--- config.mk ---
export PLATFORM = sky130hd
export DESIGN_NAME = time_bcd_formatter
export DESIGN_NICKNAME = d
export VERILOG_FILES = /design/src/rtl/time_bcd_formatter.sv
export SDC_FILE = /design/constraint.sdc
export NUM_CORES = 1
export LEC_CHECK = 0
export CAP_MARGIN = 30
export CORE_MARGIN = 2
export CORE_UTILIZATION = 57
export DETAILED_ROUTE_END_ITERATION = 8
export PLACE_DENSITY_LB_ADDON = 0.2
export SLEW_MARGIN = 40
export SYNTH_ARGS = -nofsm -noshare
export SYNTH_HDL_FRONTEND = slang
export SYNTH_SLANG_ARGS = --single-unit
export TNS_END_PERCENT = 30
--- constraint.sdc ---
create_clock -name clk -period 3.05 [get_ports clk]
set_input_delay 0.305 -clock clk [delete_from_list [all_inputs] [get_ports clk]]
set_output_delay 0.305 -clock clk [all_outputs]
set_load 0.03 [all_outputs]
--- src/rtl/time_bcd_formatter.sv ---
// Captures hours/minutes/seconds and converts two fields to packed BCD with a
// bit-serial double-dabble engine. Optional 12-hour remap: `TWELVE_HOUR_EN.
module time_bcd_formatter (
    input  logic        clk,
    input  logic        reset,
    input  logic        start,
    input  logic        mode,
    input  logic [4:0]  hours,
    input  logic [5:0]  minutes,
    input  logic [5:0]  seconds,
    output logic [15:0] bcd_data,
    output logic        done,
    output logic        busy,
    output logic        pm
);

    typedef enum logic [1:0] {IDLE, CONV_HI, CONV_LO, DONE} state_t;

    state_t      state_q, state_d;
    logic [2:0]  cnt_q, cnt_d;
    logic [5:0]  op_hi_q, op_hi_d;
    logic [5:0]  op_lo_q, op_lo_d;
    logic [7:0]  sh_q, sh_d;
    logic [7:0]  hi_q, hi_d;
    logic [15:0] bcd_q, bcd_d;
    logic [4:0]  hr_sel;

    function automatic logic [7:0] dd_step(input logic [7:0] v, input logic b);
        logic [7:0] r;
        r = v;
        if (r[3:0] >= 4'd5) r[3:0] = r[3:0] + 4'd3;
        if (r[7:4] >= 4'd5) r[7:4] = r[7:4] + 4'd3;
        return {r[6:0], b};
    endfunction

`ifdef TWELVE_HOUR_EN
    logic pm_cap_q, pm_cap_d;
    logic pm_q, pm_d;
    logic accept, finish;

    always_comb begin
        hr_sel = hours;
        if (hours == 5'd0)
            hr_sel = 5'd12;
        else if (hours > 5'd12)
            hr_sel = hours - 5'd12;
    end

    assign accept = start && (state_q == IDLE || state_q == DONE);
    assign finish = (state_q == CONV_LO) && (cnt_q == 3'd6);

    // pm follows captured hours regardless of mode; shown only on DONE entry
    always_comb begin
        pm_cap_d = accept ? (hours >= 5'd12) : pm_cap_q;
        pm_d     = finish ? pm_cap_q : pm_q;
    end

    always_ff @(posedge clk) begin
        if (reset) begin
            pm_cap_q <= 1'b0;
            pm_q     <= 1'b0;
        end else begin
            pm_cap_q <= pm_cap_d;
            pm_q     <= pm_d;
        end
    end

    assign pm = pm_q;
`else
    assign hr_sel = hours;
    assign pm     = 1'b0;
`endif

    always_comb begin
        state_d = state_q;
        cnt_d   = cnt_q;
        op_hi_d = op_hi_q;
        op_lo_d = op_lo_q;
        sh_d    = sh_q;
        hi_d    = hi_q;
        bcd_d   = bcd_q;
        unique case (state_q)
            // DONE accepts a new start directly so a held start repeats every 14 cycles
            IDLE, DONE: begin
                state_d = IDLE;
                if (start) begin
                    op_hi_d = mode ? minutes : {1'b0, hr_sel};
                    op_lo_d = mode ? seconds : minutes;
                    cnt_d   = '0;
                    sh_d    = '0;
                    state_d = CONV_HI;
                end
            end
            CONV_HI: begin
                sh_d    = dd_step(sh_q, op_hi_q[5]);
                op_hi_d = {op_hi_q[4:0], 1'b0};
                cnt_d   = cnt_q + 3'd1;
                if (cnt_q == 3'd5) begin
                    hi_d    = sh_d;
                    sh_d    = '0;
                    cnt_d   = '0;
                    state_d = CONV_LO;
                end
            end
            CONV_LO: begin
                if (cnt_q == 3'd6) begin
                    bcd_d   = {hi_q, sh_q};
                    state_d = DONE;
                end else begin
                    sh_d    = dd_step(sh_q, op_lo_q[5]);
                    op_lo_d = {op_lo_q[4:0], 1'b0};
                    cnt_d   = cnt_q + 3'd1;
                end
            end
            default: state_d = IDLE;
        endcase
    end

    always_ff @(posedge clk) begin
        if (reset) begin
            state_q <= IDLE;
            cnt_q   <= '0;
            op_hi_q <= '0;
            op_lo_q <= '0;
            sh_q    <= '0;
            hi_q    <= '0;
            bcd_q   <= '0;
        end else begin
            state_q <= state_d;
            cnt_q   <= cnt_d;
            op_hi_q <= op_hi_d;
            op_lo_q <= op_lo_d;
            sh_q    <= sh_d;
            hi_q    <= hi_d;
            bcd_q   <= bcd_d;
        end
    end

    assign bcd_data = bcd_q;
    assign done     = (state_q == DONE);
    assign busy     = (state_q != IDLE);

endmodule

==> impl_results.md <==
- Switch Pwr: 0.617 mW
- Clk slew on worst S/H paths: 0.09 ns
- Num Clock Sinks: 49
- Peak supply drop: 0.000662 V
- Gr busiest metal: met2
- Synth cell types: 37
- Power share of the sequential group: 40.1%
- Fmax: 440 MHz
- Initial DRT Pass Iterations: 4
- Port bufs: 38
- Synth top area share: 39.7%
- Vias in the first global route: 2,030
- Layout net count: 366
- Dpl hpwl: 3.71 mm
- CP endpoint kind: flip-flop
- M1 GR Usage: 26.5%
- Die Area: 4880 sq um
- Period minus WS final: 2.27 ns
- Global-route track usage on met2: 38.5%
- Layout cells sized above 1: 5.07%
- Initial antenna violation count: 0
- Clk buf depth: 2
- Syn Area/Cell: 8.05 sq um
- First-pass GRT wire length: 8.85 mm
- Final worst-path cycle share: 74.5%
- Main flop type after synthesis: dfxtp_1
- CTS Buf Count: 5
- Final setup fails: 0
- Met3 Usage GRT: 4.33%
- Hold_ws: 0.457 ns
- Startpoint class of the critical path: flip-flop
- Max Slew Vio Count: 0
- Die height: 69.9 um
- WP data arrival: 2.51 ns
- Status: completed
- Placer congestion estimate: 0.782
- Htree depth: 2
- Ys async rst share: 0%
- GR Overflow Total: 0
- N_diodes: 0
- Cell Pwr Density: 622 nW/um^2
- Top cells by area, synth: dfxtp_1 (40%), mux2i_1 (9.7%), nand2_1 (9.6%)
- Max-cap violation count: 0
- Area Overhead vs Synth: 19.4%
- Worst Skew: 0.00526 ns
- Filler cells: 347
- Setup Crit Path Kind: flip-flop to flip-flop
- DRC Markers: 0
- Most common cell after layout, fill and taps aside: nand2_1
- Number of cell rows: 23
- Die W: 69.9 um
- Net Count, Synth: 339
- Detail-routed via count per cell: 5.64
- Mapped Area: 2470 sq um
- Core Footprint: 4090 sq um
- Clock power frac: 26.6%
- Pleak: 1.06 nW
- Setup repair bufs after CTS: 0
- Gr usage total: 22.1%
- Initial Util: 60.5%
- Combinational share of power: 33.2%
- Hold Vio Cnt, Final: 0
- Power Internal: 1.22 mW
- Hold crit path type: flip-flop to flip-flop
- Worst slew pin tran: 0.745 ns
- Post_cts resized: 0
- Sequential area share after synthesis: 39.7%
- Largest net degree at the start of global routing: 50
- Yosys reg bits: 49
- RSZ-0062 raised after global routing: no
- Hold_buf cts: 0
- Synth Instances: 307
- Worst-Skew Late Latency: 0.30 ns
- Initial drt markers: 92
- Yosys warning count: 0
- Root buffer cell: clkbuf_8
- Worst relative slew slack: 50.3%
- Routed Antenna Nets: 0
- Routed WL: 5.34 mm
- Most frequent cells in the layout: nand2_1 (63), dfxtp_1 (49), clkdlybuf4s50_1 (38)
- TritonCTS clock tree: done
- Routed wire length per instance: 13.9 um
- I/O pins: 40
- Worst Path Required: 3.29 ns
- Largest area contributor in the netlist: dfxtp_1
- Vias post-DR: 2,173
- EDFF count, synth: 0
- Sw Share: 33.6%
- Max FO, Critical Path: 21
- Setup tns final: 0 ns
==> worst paths after layout <==
kind,cells past startpoint,slack [ns],end,from
max,6,0.78,sh_q[2]$_SDFFE_PP0P_,state_q[0]$_SDFFE_PP0P_
min,2,0.46,bcd_data[7]$_SDFFE_PP0P_,bcd_data[7]$_SDFFE_PP0P_
max reg2reg,6,0.78,sh_q[2]$_SDFFE_PP0P_,state_q[0]$_SDFFE_PP0P_
min reg2reg,2,0.46,bcd_data[7]$_SDFFE_PP0P_,bcd_data[7]$_SDFFE_PP0P_
==> area by class of cell <==
type | instances | area [sq um] | area share, %
Inverter | 11 | 41.3 | 1.40
Multi-Input combinational cell | 227 | 1350 | 45.8
Tap cell | 50 | 62.6 | 2.12
Timing Repair Buffer | 40 | 395 | 13.4
Sequential cell | 49 | 981 | 33.2
Clock inverter | 2 | 37.5 | 1.27
Clock buffer | 6 | 82.6 | 2.80
==> registers in the layout (all words and copies together) (netlist names) <==
register / cells
cnt_q: 3
sh_q: 8
bcd_data: 16
op_lo_q: 6
hi_q: 8
state_q: 2
op_hi_q: 6
==> routing by layer <==
layer	up-vias	share of wire, %
li1	1091	-
met1	1011	43
met2	59	49
met3	12	5.1
met4	0	2.1
met5	-	0
==> kinds of logic after synthesis <==
logic type	Yosys count	synth area share (%)
buf+inv	31	5.62
compound gates	70	17.3
simple gates	120	21.5
other cells	1	0.152
flops	49	39.7
fa+ha+maj	11	5.57
mux	25	10.3
==> worst max-delay path: stages (launching register included) <==
cell and delay, ns:
dfxtp_1 0.34, inv_1 0.10, ha_1 0.65, mux2i_1 0.32
o221ai_1 0.24, or3_1 0.43, a21oi_1 0.14
==> synthesized netlist by cell type (2+ instances only) <==
cell / count
nand2_1: 63
dfxtp_1: 49
a21oi_1: 31
nor2_1: 26
mux2i_1: 24
o21ai_0: 17
clkbuf_1: 14
ha_1: 11
inv_1: 10
a211oi_1: 8
or3_1: 7
nand2b_1: 5
nor2b_1: 4
nor3_1: 4
and2_1: 3
buf_2: 3
nand3_1: 3
o221ai_1: 3
a21boi_0: 2
a31oi_1: 2
buf_6: 2
==> power groups by stage <==
stage          registers, mW  clock network, mW  logic [mW]
5_1_grt                0.742              0.519       0.674
3_3_place_gp           0.746                  0       0.593
3_5_place_dp           0.750                  0       0.602
6_report               0.736              0.489       0.610
4_1_cts                0.737              0.492       0.610
2_1_floorplan          0.739                  0       0.483
==> metrics by stage <==
step,cell area [sq um],total power [mW],instances,worst slack (ns),util [%]
finish,2950,1.84,385,0.778,72.3
global route,2950,1.93,385,0.561,72.3
CTS,2950,1.84,385,0.797,72.3
detailed placement,2830,1.35,377,0.863,69.3
global placement,2830,1.34,377,0.953,69.3
floorplan,2470,1.22,307,1.33,-
(Power assumes the default switching activity.)
